<file path="src/rtl/layer_seq_if.sv">
// Host/engine bus for layer_seq: descriptor writes, sequence control,
// and the per-layer shape/config fields presented to the conv/fc engine.
interface layer_seq_if #(
   parameter int LAW = 3
) ();
   logic           cfg_we;
   logic [LAW+1:0] cfg_a;
   logic [31:0]    cfg_d;
   logic [LAW:0]   n_layers;
   logic           start;
   logic           abort;
   logic           layer_done;

   logic           run;
   logic           backprop;
   logic           enbias;
   logic [11:0]    ss, ds;
   logic [3:0]     dd, id, od;
   logic [9:0]     is, os, fs, ks;
   logic [4:0]     ih, iw, oh, ow, kh, kw;
   logic           busy;
   logic           seq_done;
   logic           err;
   logic [LAW-1:0] cur_layer;

   modport master (
      output cfg_we, cfg_a, cfg_d, n_layers, start, abort, layer_done,
      input  run, backprop, enbias, ss, ds, dd, id, od, is, os, fs, ks,
             ih, iw, oh, ow, kh, kw, busy, seq_done, err, cur_layer
   );

   modport slave (
      input  cfg_we, cfg_a, cfg_d, n_layers, start, abort, layer_done,
      output run, backprop, enbias, ss, ds, dd, id, od, is, os, fs, ks,
             ih, iw, oh, ow, kh, kw, busy, seq_done, err, cur_layer
   );
endinterface

</file>
<file path="src/rtl/layer_seq.sv">
// Walks a preloaded descriptor table and runs the engine one layer at a time,
// with a run-low gap between layers and a per-layer timeout.
module layer_seq #(
   parameter int MAX_LAYERS = 8,
   parameter int LAW        = 3,
   parameter int GAP_CYC    = 4,
   parameter int TO_W       = 20
) (
   input logic        clk,
   input logic        rst,
   layer_seq_if.slave bus
);
   localparam int            GW       = (GAP_CYC > 1) ? $clog2(GAP_CYC) : 1;
   localparam logic [GW-1:0] GAP_LAST = GW'(GAP_CYC - 1);
   localparam logic [LAW:0]  MAXL     = (LAW+1)'(MAX_LAYERS);

   typedef enum logic [2:0] {
      S_IDLE, S_LOAD, S_SETUP, S_RUN, S_GAP, S_FIN
   } state_t;

   state_t         state_q, state_d;
   logic [LAW-1:0] cur_q, cur_d;
   logic [LAW:0]   n_q, n_d;
   logic           err_q, err_d;
   logic [TO_W-1:0] to_q, to_d;
   logic [GW-1:0]  gap_q, gap_d;
   logic           last_layer;

   // Word memories keep only the bits each descriptor word actually carries.
   logic [31:0] m0 [MAX_LAYERS];
   logic [31:0] m1 [MAX_LAYERS];
   logic [29:0] m2 [MAX_LAYERS];
   logic [13:0] m3 [MAX_LAYERS];
   logic [31:0] w0_q, w1_q;
   logic [29:0] w2_q;
   logic [13:0] w3_q;

   always_ff @(posedge clk) begin
      if (bus.cfg_we && state_q == S_IDLE) begin
         case (bus.cfg_a[1:0])
            2'd0:    m0[bus.cfg_a[LAW+1:2]] <= bus.cfg_d;
            2'd1:    m1[bus.cfg_a[LAW+1:2]] <= bus.cfg_d;
            2'd2:    m2[bus.cfg_a[LAW+1:2]] <= bus.cfg_d[29:0];
            default: m3[bus.cfg_a[LAW+1:2]] <= bus.cfg_d[13:0];
         endcase
      end
   end

   // Synchronous table read lands directly in the config registers, so the
   // fields are valid throughout SETUP, one cycle ahead of run.
   always_ff @(posedge clk) begin
      if (rst) begin
         w0_q <= '0;
         w1_q <= '0;
         w2_q <= '0;
         w3_q <= '0;
      end else if (state_q == S_LOAD) begin
         w0_q <= m0[cur_q];
         w1_q <= m1[cur_q];
         w2_q <= m2[cur_q];
         w3_q <= m3[cur_q];
      end
   end

   assign last_layer = ({1'b0, cur_q} == (n_q - 1'b1));

   always_ff @(posedge clk) begin
      if (rst) begin
         state_q <= S_IDLE;
         cur_q   <= '0;
         n_q     <= '0;
         err_q   <= 1'b0;
         to_q    <= '0;
         gap_q   <= '0;
      end else begin
         state_q <= state_d;
         cur_q   <= cur_d;
         n_q     <= n_d;
         err_q   <= err_d;
         to_q    <= to_d;
         gap_q   <= gap_d;
      end
   end

   always_comb begin
      state_d = state_q;
      cur_d   = cur_q;
      n_d     = n_q;
      err_d   = err_q;
      to_d    = to_q;
      gap_d   = gap_q;
      case (state_q)
         S_IDLE: begin
            if (bus.start) begin
               if (bus.n_layers > MAXL) begin
                  err_d = 1'b1;
               end else begin
                  err_d = 1'b0;
                  n_d   = bus.n_layers;
                  cur_d = '0;
                  state_d = (bus.n_layers == '0) ? S_FIN : S_LOAD;
               end
            end
         end
         S_LOAD:  state_d = S_SETUP;
         S_SETUP: begin
            state_d = S_RUN;
            to_d    = '0;
         end
         S_RUN: begin
            if (bus.layer_done) begin
               gap_d   = '0;
               state_d = last_layer ? S_FIN : S_GAP;
            end else if (&to_q) begin
               err_d   = 1'b1;
               state_d = S_IDLE;
            end else begin
               to_d = to_q + 1'b1;
            end
         end
         S_GAP: begin
            if (gap_q == GAP_LAST) begin
               cur_d   = cur_q + 1'b1;
               state_d = S_LOAD;
            end else begin
               gap_d = gap_q + 1'b1;
            end
         end
         S_FIN:   state_d = S_IDLE;
         default: state_d = S_IDLE;
      endcase
      // Abort wins over everything, including a same-cycle layer_done or timeout.
      if (bus.abort && state_q != S_IDLE) begin
         state_d = S_IDLE;
         cur_d   = cur_q;
         err_d   = err_q;
      end
   end

   assign bus.run       = (state_q == S_RUN);
   assign bus.busy      = (state_q == S_LOAD) || (state_q == S_SETUP) ||
                          (state_q == S_RUN)  || (state_q == S_GAP);
   assign bus.seq_done  = (state_q == S_FIN);
   assign bus.err       = err_q;
   assign bus.cur_layer = cur_q;

   assign bus.ss       = w0_q[11:0];
   assign bus.ds       = w0_q[23:12];
   assign bus.dd       = w0_q[27:24];
   assign bus.id       = w0_q[31:28];
   assign bus.is       = w1_q[9:0];
   assign bus.os       = w1_q[19:10];
   assign bus.fs       = w1_q[29:20];
   assign bus.backprop = w1_q[30];
   assign bus.enbias   = w1_q[31];
   assign bus.ks       = w2_q[9:0];
   assign bus.ih       = w2_q[14:10];
   assign bus.iw       = w2_q[19:15];
   assign bus.oh       = w2_q[24:20];
   assign bus.ow       = w2_q[29:25];
   assign bus.kh       = w3_q[4:0];
   assign bus.kw       = w3_q[9:5];
   assign bus.od       = w3_q[13:10];
endmodule

</file>
<file path="src/flat_wrapper.sv">
// flat-port wrapper written by rule: the top's interface ports become plain ports
module layer_seq_flat 
#(
   parameter int MAX_LAYERS = 8,
   parameter int LAW        = 3,
   parameter int GAP_CYC    = 4,
   parameter int TO_W       = 20
)
  (clk, rst, bus_cfg_we, bus_cfg_a, bus_cfg_d, bus_n_layers, bus_start, bus_abort, bus_layer_done, bus_run, bus_backprop, bus_enbias, bus_ss, bus_ds, bus_dd, bus_id, bus_od, bus_is, bus_os, bus_fs, bus_ks, bus_ih, bus_iw, bus_oh, bus_ow, bus_kh, bus_kw, bus_busy, bus_seq_done, bus_err, bus_cur_layer);
  layer_seq_if #(.LAW(LAW)) bus_i ();
  input logic clk;
  input logic rst;
  input wire logic [$bits(bus_i.cfg_we)-1:0] bus_cfg_we;
  input wire logic [$bits(bus_i.cfg_a)-1:0] bus_cfg_a;
  input wire logic [$bits(bus_i.cfg_d)-1:0] bus_cfg_d;
  input wire logic [$bits(bus_i.n_layers)-1:0] bus_n_layers;
  input wire logic [$bits(bus_i.start)-1:0] bus_start;
  input wire logic [$bits(bus_i.abort)-1:0] bus_abort;
  input wire logic [$bits(bus_i.layer_done)-1:0] bus_layer_done;
  output wire logic [$bits(bus_i.run)-1:0] bus_run;
  output wire logic [$bits(bus_i.backprop)-1:0] bus_backprop;
  output wire logic [$bits(bus_i.enbias)-1:0] bus_enbias;
  output wire logic [$bits(bus_i.ss)-1:0] bus_ss;
  output wire logic [$bits(bus_i.ds)-1:0] bus_ds;
  output wire logic [$bits(bus_i.dd)-1:0] bus_dd;
  output wire logic [$bits(bus_i.id)-1:0] bus_id;
  output wire logic [$bits(bus_i.od)-1:0] bus_od;
  output wire logic [$bits(bus_i.is)-1:0] bus_is;
  output wire logic [$bits(bus_i.os)-1:0] bus_os;
  output wire logic [$bits(bus_i.fs)-1:0] bus_fs;
  output wire logic [$bits(bus_i.ks)-1:0] bus_ks;
  output wire logic [$bits(bus_i.ih)-1:0] bus_ih;
  output wire logic [$bits(bus_i.iw)-1:0] bus_iw;
  output wire logic [$bits(bus_i.oh)-1:0] bus_oh;
  output wire logic [$bits(bus_i.ow)-1:0] bus_ow;
  output wire logic [$bits(bus_i.kh)-1:0] bus_kh;
  output wire logic [$bits(bus_i.kw)-1:0] bus_kw;
  output wire logic [$bits(bus_i.busy)-1:0] bus_busy;
  output wire logic [$bits(bus_i.seq_done)-1:0] bus_seq_done;
  output wire logic [$bits(bus_i.err)-1:0] bus_err;
  output wire logic [$bits(bus_i.cur_layer)-1:0] bus_cur_layer;
  assign bus_i.cfg_we = bus_cfg_we;
  assign bus_i.cfg_a = bus_cfg_a;
  assign bus_i.cfg_d = bus_cfg_d;
  assign bus_i.n_layers = bus_n_layers;
  assign bus_i.start = bus_start;
  assign bus_i.abort = bus_abort;
  assign bus_i.layer_done = bus_layer_done;
  assign bus_run = bus_i.run;
  assign bus_backprop = bus_i.backprop;
  assign bus_enbias = bus_i.enbias;
  assign bus_ss = bus_i.ss;
  assign bus_ds = bus_i.ds;
  assign bus_dd = bus_i.dd;
  assign bus_id = bus_i.id;
  assign bus_od = bus_i.od;
  assign bus_is = bus_i.is;
  assign bus_os = bus_i.os;
  assign bus_fs = bus_i.fs;
  assign bus_ks = bus_i.ks;
  assign bus_ih = bus_i.ih;
  assign bus_iw = bus_i.iw;
  assign bus_oh = bus_i.oh;
  assign bus_ow = bus_i.ow;
  assign bus_kh = bus_i.kh;
  assign bus_kw = bus_i.kw;
  assign bus_busy = bus_i.busy;
  assign bus_seq_done = bus_i.seq_done;
  assign bus_err = bus_i.err;
  assign bus_cur_layer = bus_i.cur_layer;
  layer_seq #(.MAX_LAYERS(MAX_LAYERS), .LAW(LAW), .GAP_CYC(GAP_CYC), .TO_W(TO_W)) u_core (.clk(clk), .rst(rst), .bus(bus_i));
endmodule
</file>
<file path="config.mk">
export PLATFORM = sky130hd
export DESIGN_NAME = layer_seq_flat
export DESIGN_NICKNAME = d
export VERILOG_FILES = /design/src/rtl/layer_seq_if.sv /design/src/rtl/layer_seq.sv /design/src/flat_wrapper.sv
export SDC_FILE = /design/constraint.sdc
export NUM_CORES = 1
export LEC_CHECK = 0
export BUFFER_PORTS_ARGS = -buffer_cell sky130_fd_sc_hd__buf_2
export CORE_UTILIZATION = 60
export DETAILED_ROUTE_END_ITERATION = 10
export PLACE_DENSITY_LB_ADDON = 0.12
export SETUP_SLACK_MARGIN = 0.15
export SYNTH_ARGS = -nofsm -noshare
export SYNTH_HDL_FRONTEND = slang
export SYNTH_SLANG_ARGS = --single-unit
</file>
<file path="constraint.sdc">
create_clock -name clk -period 5.3 [get_ports clk]
set_input_delay 0.53 -clock clk [delete_from_list [all_inputs] [get_ports clk]]
set_output_delay 0.53 -clock clk [all_outputs]
set_load 0.01 [all_outputs]
</file>
==> summary.md <==
| Metric | Value |
|---|---|
| Run status | completed |
| Half-perimeter wire length after detailed placement | roughly 47000 um |
| Via count of the first global-routing pass | 18700 |
| Worst Setup Start Kind | flip-flop |
| Highest net fanout along the worst path | 22 |
| Worst R2R End | u_core.m1[0][5]$_DFFE_PP_ |
| Antenna-violating nets left | 0 |
| Maximum buffer depth of the clock tree | 3 |
| Bufs and invs on worst path | 2 |
| Count of flip-flops with a built-in enable after synthesis | roughly 860 |
| Cells after Synth | approximately 1900 |
| Root Driver | clkbuf_16 |
| Sequential fraction of the synthesis area | 0.760 |
| Depth of the most critical reg-to-reg path | 5 |
| Initial core utilization | 0.610 |
| Placed Cells incl. Taps | 2791 |
| Vertical extent of the die | between 200 and 300 um |
| Path type of the worst min-delay path | primary input to flip-flop |
| Total negative setup slack | 0 ps |
| Max cap viols | 0 |
| Floorplan core area | 62100 um^2 |
| Cell family contributing the most delay on the critical path | simple AND/OR/NAND/NOR gates |
| Number of nets in the finished design | ~2100 |
| Resized Gates After CTS | 0 |
| Beginning of the worst register-to-register path | u_core.state_q[2]$_SDFFE_PP0P_ |
| First-pass iteration count of the detailed router | 5 |
| Width of the die | 253 um |
| Fmax | 0.291 GHz |
| Cell area power density | around 390 nW/um^2 |
| Measured slew at the worst slew-check pin | 1230 ps |
| Syn Nets | between 1500 and 2000 |
| Number of antenna violations at the first check in global routing | 9 |
| Depth of the CTS H-tree | 3 |
| Kind of end point of the critical path | flip-flop |
| Worst reg-to-reg setup slack | 1860 ps |
| Capturing element of the worst setup path | u_core.m1[0][5]$_DFFE_PP_ |
| Setup repair after global routing missed its margin | false |
| Number of rows in the core area | a little over 90 |
| Post-DR vias/cell | between 6 and 7 |
| Global-route congestion overflow total | 0 |
| Number of distinct library cells after synthesis | 57 |
| Synth Register Bits | about 1000 |
| Post-route clock skew | 20.2 ps |
| Crit path time final | 3440 ps |
| Critical path origin | u_core.state_q[2]$_SDFFE_PP0P_ |
| Worst endpoint data arrival time | between 3000 and 4000 ps |
| Total vias in the final route | ~19000 |
| DRC violation count after routing | 0 |
| Count of port buffers added during placement | about 160 |
| Sum of routed wire length over all layers | between 80000 and 90000 um |
| Number of failing hold endpoints at the final stage | 0 |
| Post-route fraction of the period consumed by the critical path | 0.649 |
| Global placer's final weighted congestion | between 0.8 and 0.9 |
| Detailed-route wire length per cell | ~28 um |
| Worst slack, placed | between 1500 and 2000 ps |
| Most used flip-flop cell after synthesis | edfxtp_1 |
| Number of endpoints failing setup at the final stage | 0 |
| Worst slew margin | 0.177 |
| Final standard cell count with taps included and fillers excluded | about 3000 |
| Worst path setup slack after routing | 1860 ps |
| Clock edge transition at the registers on the reported setup and hold paths | ~60 ps |
| CP most frequent cell | buf_4 |
| Leak | roughly 13 nW |
| Critical path, cell by cell | nor4b_1 > buf_4 > nand3b_1 > nor2_4 > buf_4 |
| CTS tree | done |
| Slowest-stage cell, CP | nor2_4 |
| Crit Path Category | flip-flop to flip-flop |
| Combined global-route utilization of all metal layers | 0.266 |
| CP peak stage delay | about 730 ps |
| Total setup buffers inserted after CTS | 0 |
| Share of flip-flops with an asynchronous set or reset after synthesis | 0 |
| Mean cell area of the mapped netlist | between 20 and 25 um^2 |
| First-pass GRT wire length | 121000 um |
| Detailed router's first-iteration violation count | approximately 1500 |
| Die Area | approximately 64000 um^2 |
| Largest net degree at the start of global routing | between 80 and 90 |
| Latest clock arrival within the worst-skew pair | between 600 and 700 ps |
| Number of CTS-inserted buffers | 99 |
| Layout-stage area growth over the synthesis result | 13.7% |
| Mapped Area | 37800 um^2 |
| Sink count of the clock tree | approximately 1000 |
| Boundary Pins | between 150 and 200 |
| Crit. path cell count | 5 |
| CP Data Required Time | around 5600 ps |
| Maximum VDD drop | ~0.0003 V |
| Total count of max-transition violations in the final report | 0 |
| Share of final-layout standard cells stronger than drive strength 1 | 0.284 |
| Hold-fix buffers, CTS | 0 |
| Yosys warning total | 0 |
## per-layer routing
| metal | GRT usage | vias to the layer above | wire length, um |
|---|---|---|---|
| met5 | 0.0116 | - | 50 |
| met4 | 0.0786 | 8 | 2090 |
| met2 | 0.424 | 715 | 40400 |
| met1 | 0.372 | 9796 | 34100 |
| li1 | - | 8033 | - |
| met3 | 0.0591 | 138 | 6270 |
## worst register-to-register path, delay by kind of cell (launching register included)
| kind | cells | cell delay [ps] |
|---|---|---|
| AND/OR/NAND/NOR | 3 | 1860 |
| buffers and inverters | 2 | 760 |
| flip-flops | 1 | 450 |
## cell usage after synthesis, types with 5 or more instances
cell type / n / area share
edfxtp_1: 864 / 0.69
mux4_2: 216 / 0.13
nor2_1: 171 / 0.017
dfxtp_1: 141 / 0.075
mux2i_1: 113 / 0.030
a211oi_1: 111 / 0.022
buf_2: 51 / 0.0067
clkbuf_1: 26 / 0.0026
buf_1: 19 / 0.0019
a21oi_1: 15 / 0.0020
nand3_1: 14 / 0.0019
nand2_1: 13 / 0.0013
xnor2_1: 10 / 0.0023
xor2_1: 8 / 0.0019
nand4_1: 7 / 0.0012
buf_6: 6 / 0.0018
inv_1: 5 / 0.00050
nand3b_1: 5 / 0.00099
nor2b_1: 5 / 0.00083
## sequential cells by signal, summed over array words and instances, names as in the netlist, 3 cells and up
| signal | flops |
|---|---|
| u_core.m0 | 256 |
| u_core.state_q | 3 |
| u_core.w1_q | 32 |
| u_core.w0_q | 32 |
| u_core.w3_q | 14 |
| u_core.m3 | 112 |
| u_core.to_q | 20 |
| u_core.bus.cur_layer | 3 |
| u_core.m1 | 256 |
| u_core.w2_q | 30 |
| u_core.m2 | 240 |
| u_core.n_q | 4 |
## area by class of cell
type,instances,area (um^2)
well taps,837,1050
clock inverters,38,450
repair buffers,191,1060
clock buffers,150,2930
inverters,5,18.8
diodes,2,5.00
multi-input cells,753,8730
fillers,3892,19000
flip-flops and latches,1005,28800
## metrics by stage
stage	hold slack [ps]	util	total power, mW	cell area [um^2]
2_1_floorplan	444	-	9.55	37800
3_3_place_gp	458	0.639	9.92	39600
3_5_place_dp	475	0.639	9.95	39600
4_1_cts	117	0.693	17.0	43000
5_1_grt	149	0.693	17.4	43000
6_report	144	0.693	17.0	43000
## logic make-up after synthesis
logic type               Yosys count  synth area share
flip-flops                      1005             0.760
multiplexers                     330             0.159
AND/OR/NAND/NOR                  254            0.0320
AO/OA/AOI/OAI                    147            0.0289
buffers and inverters            112            0.0146
XOR/XNOR                          18           0.00417
adder cells (fa/ha/maj)            4           0.00132
## layout by cell type, fill, tap and decap left out, types with 18 or more instances in the layout
cell	count
edfxtp_1	864
mux4_2	216
buf_2	160
nor2_1	139
dfxtp_1	138
mux2i_1	113
a211oi_1	111
clkbuf_16	104
clkbuf_1	31
buf_4	29
nor2_4	24
clkinv_2	18
## report_power, final
part / total [mW] / switching (mW) / internal (mW)
combinational: 0.956 / 0.579 / 0.377
clock: 7.19 / 2.93 / 4.26
sequential: 8.81 / 0.0881 / 8.72
total: 17.0 / 3.60 / 13.4
## how the worst min path moves through the flow
| stage | from | end | cells after the start | slack, ps |
|---|---|---|---|---|
| floorplan | u_core.to_q[17]$_SDFFE_PP0P_ | u_core.to_q[17]$_SDFFE_PP0P_ | 2 | 440 |
| global placement | u_core.to_q[17]$_SDFFE_PP0P_ | u_core.to_q[17]$_SDFFE_PP0P_ | 2 | 460 |
| detailed placement | u_core.to_q[17]$_SDFFE_PP0P_ | u_core.to_q[17]$_SDFFE_PP0P_ | 2 | 480 |
| CTS | bus_n_layers[2] | u_core.n_q[2]$_SDFFE_PP0P_ | 3 | 120 |
| global route | bus_n_layers[0] | u_core.n_q[0]$_SDFFE_PP0P_ | 3 | 150 |
| finish | bus_n_layers[2] | u_core.n_q[2]$_SDFFE_PP0P_ | 3 | 140 |
Power figures use the tool's default switching activity.
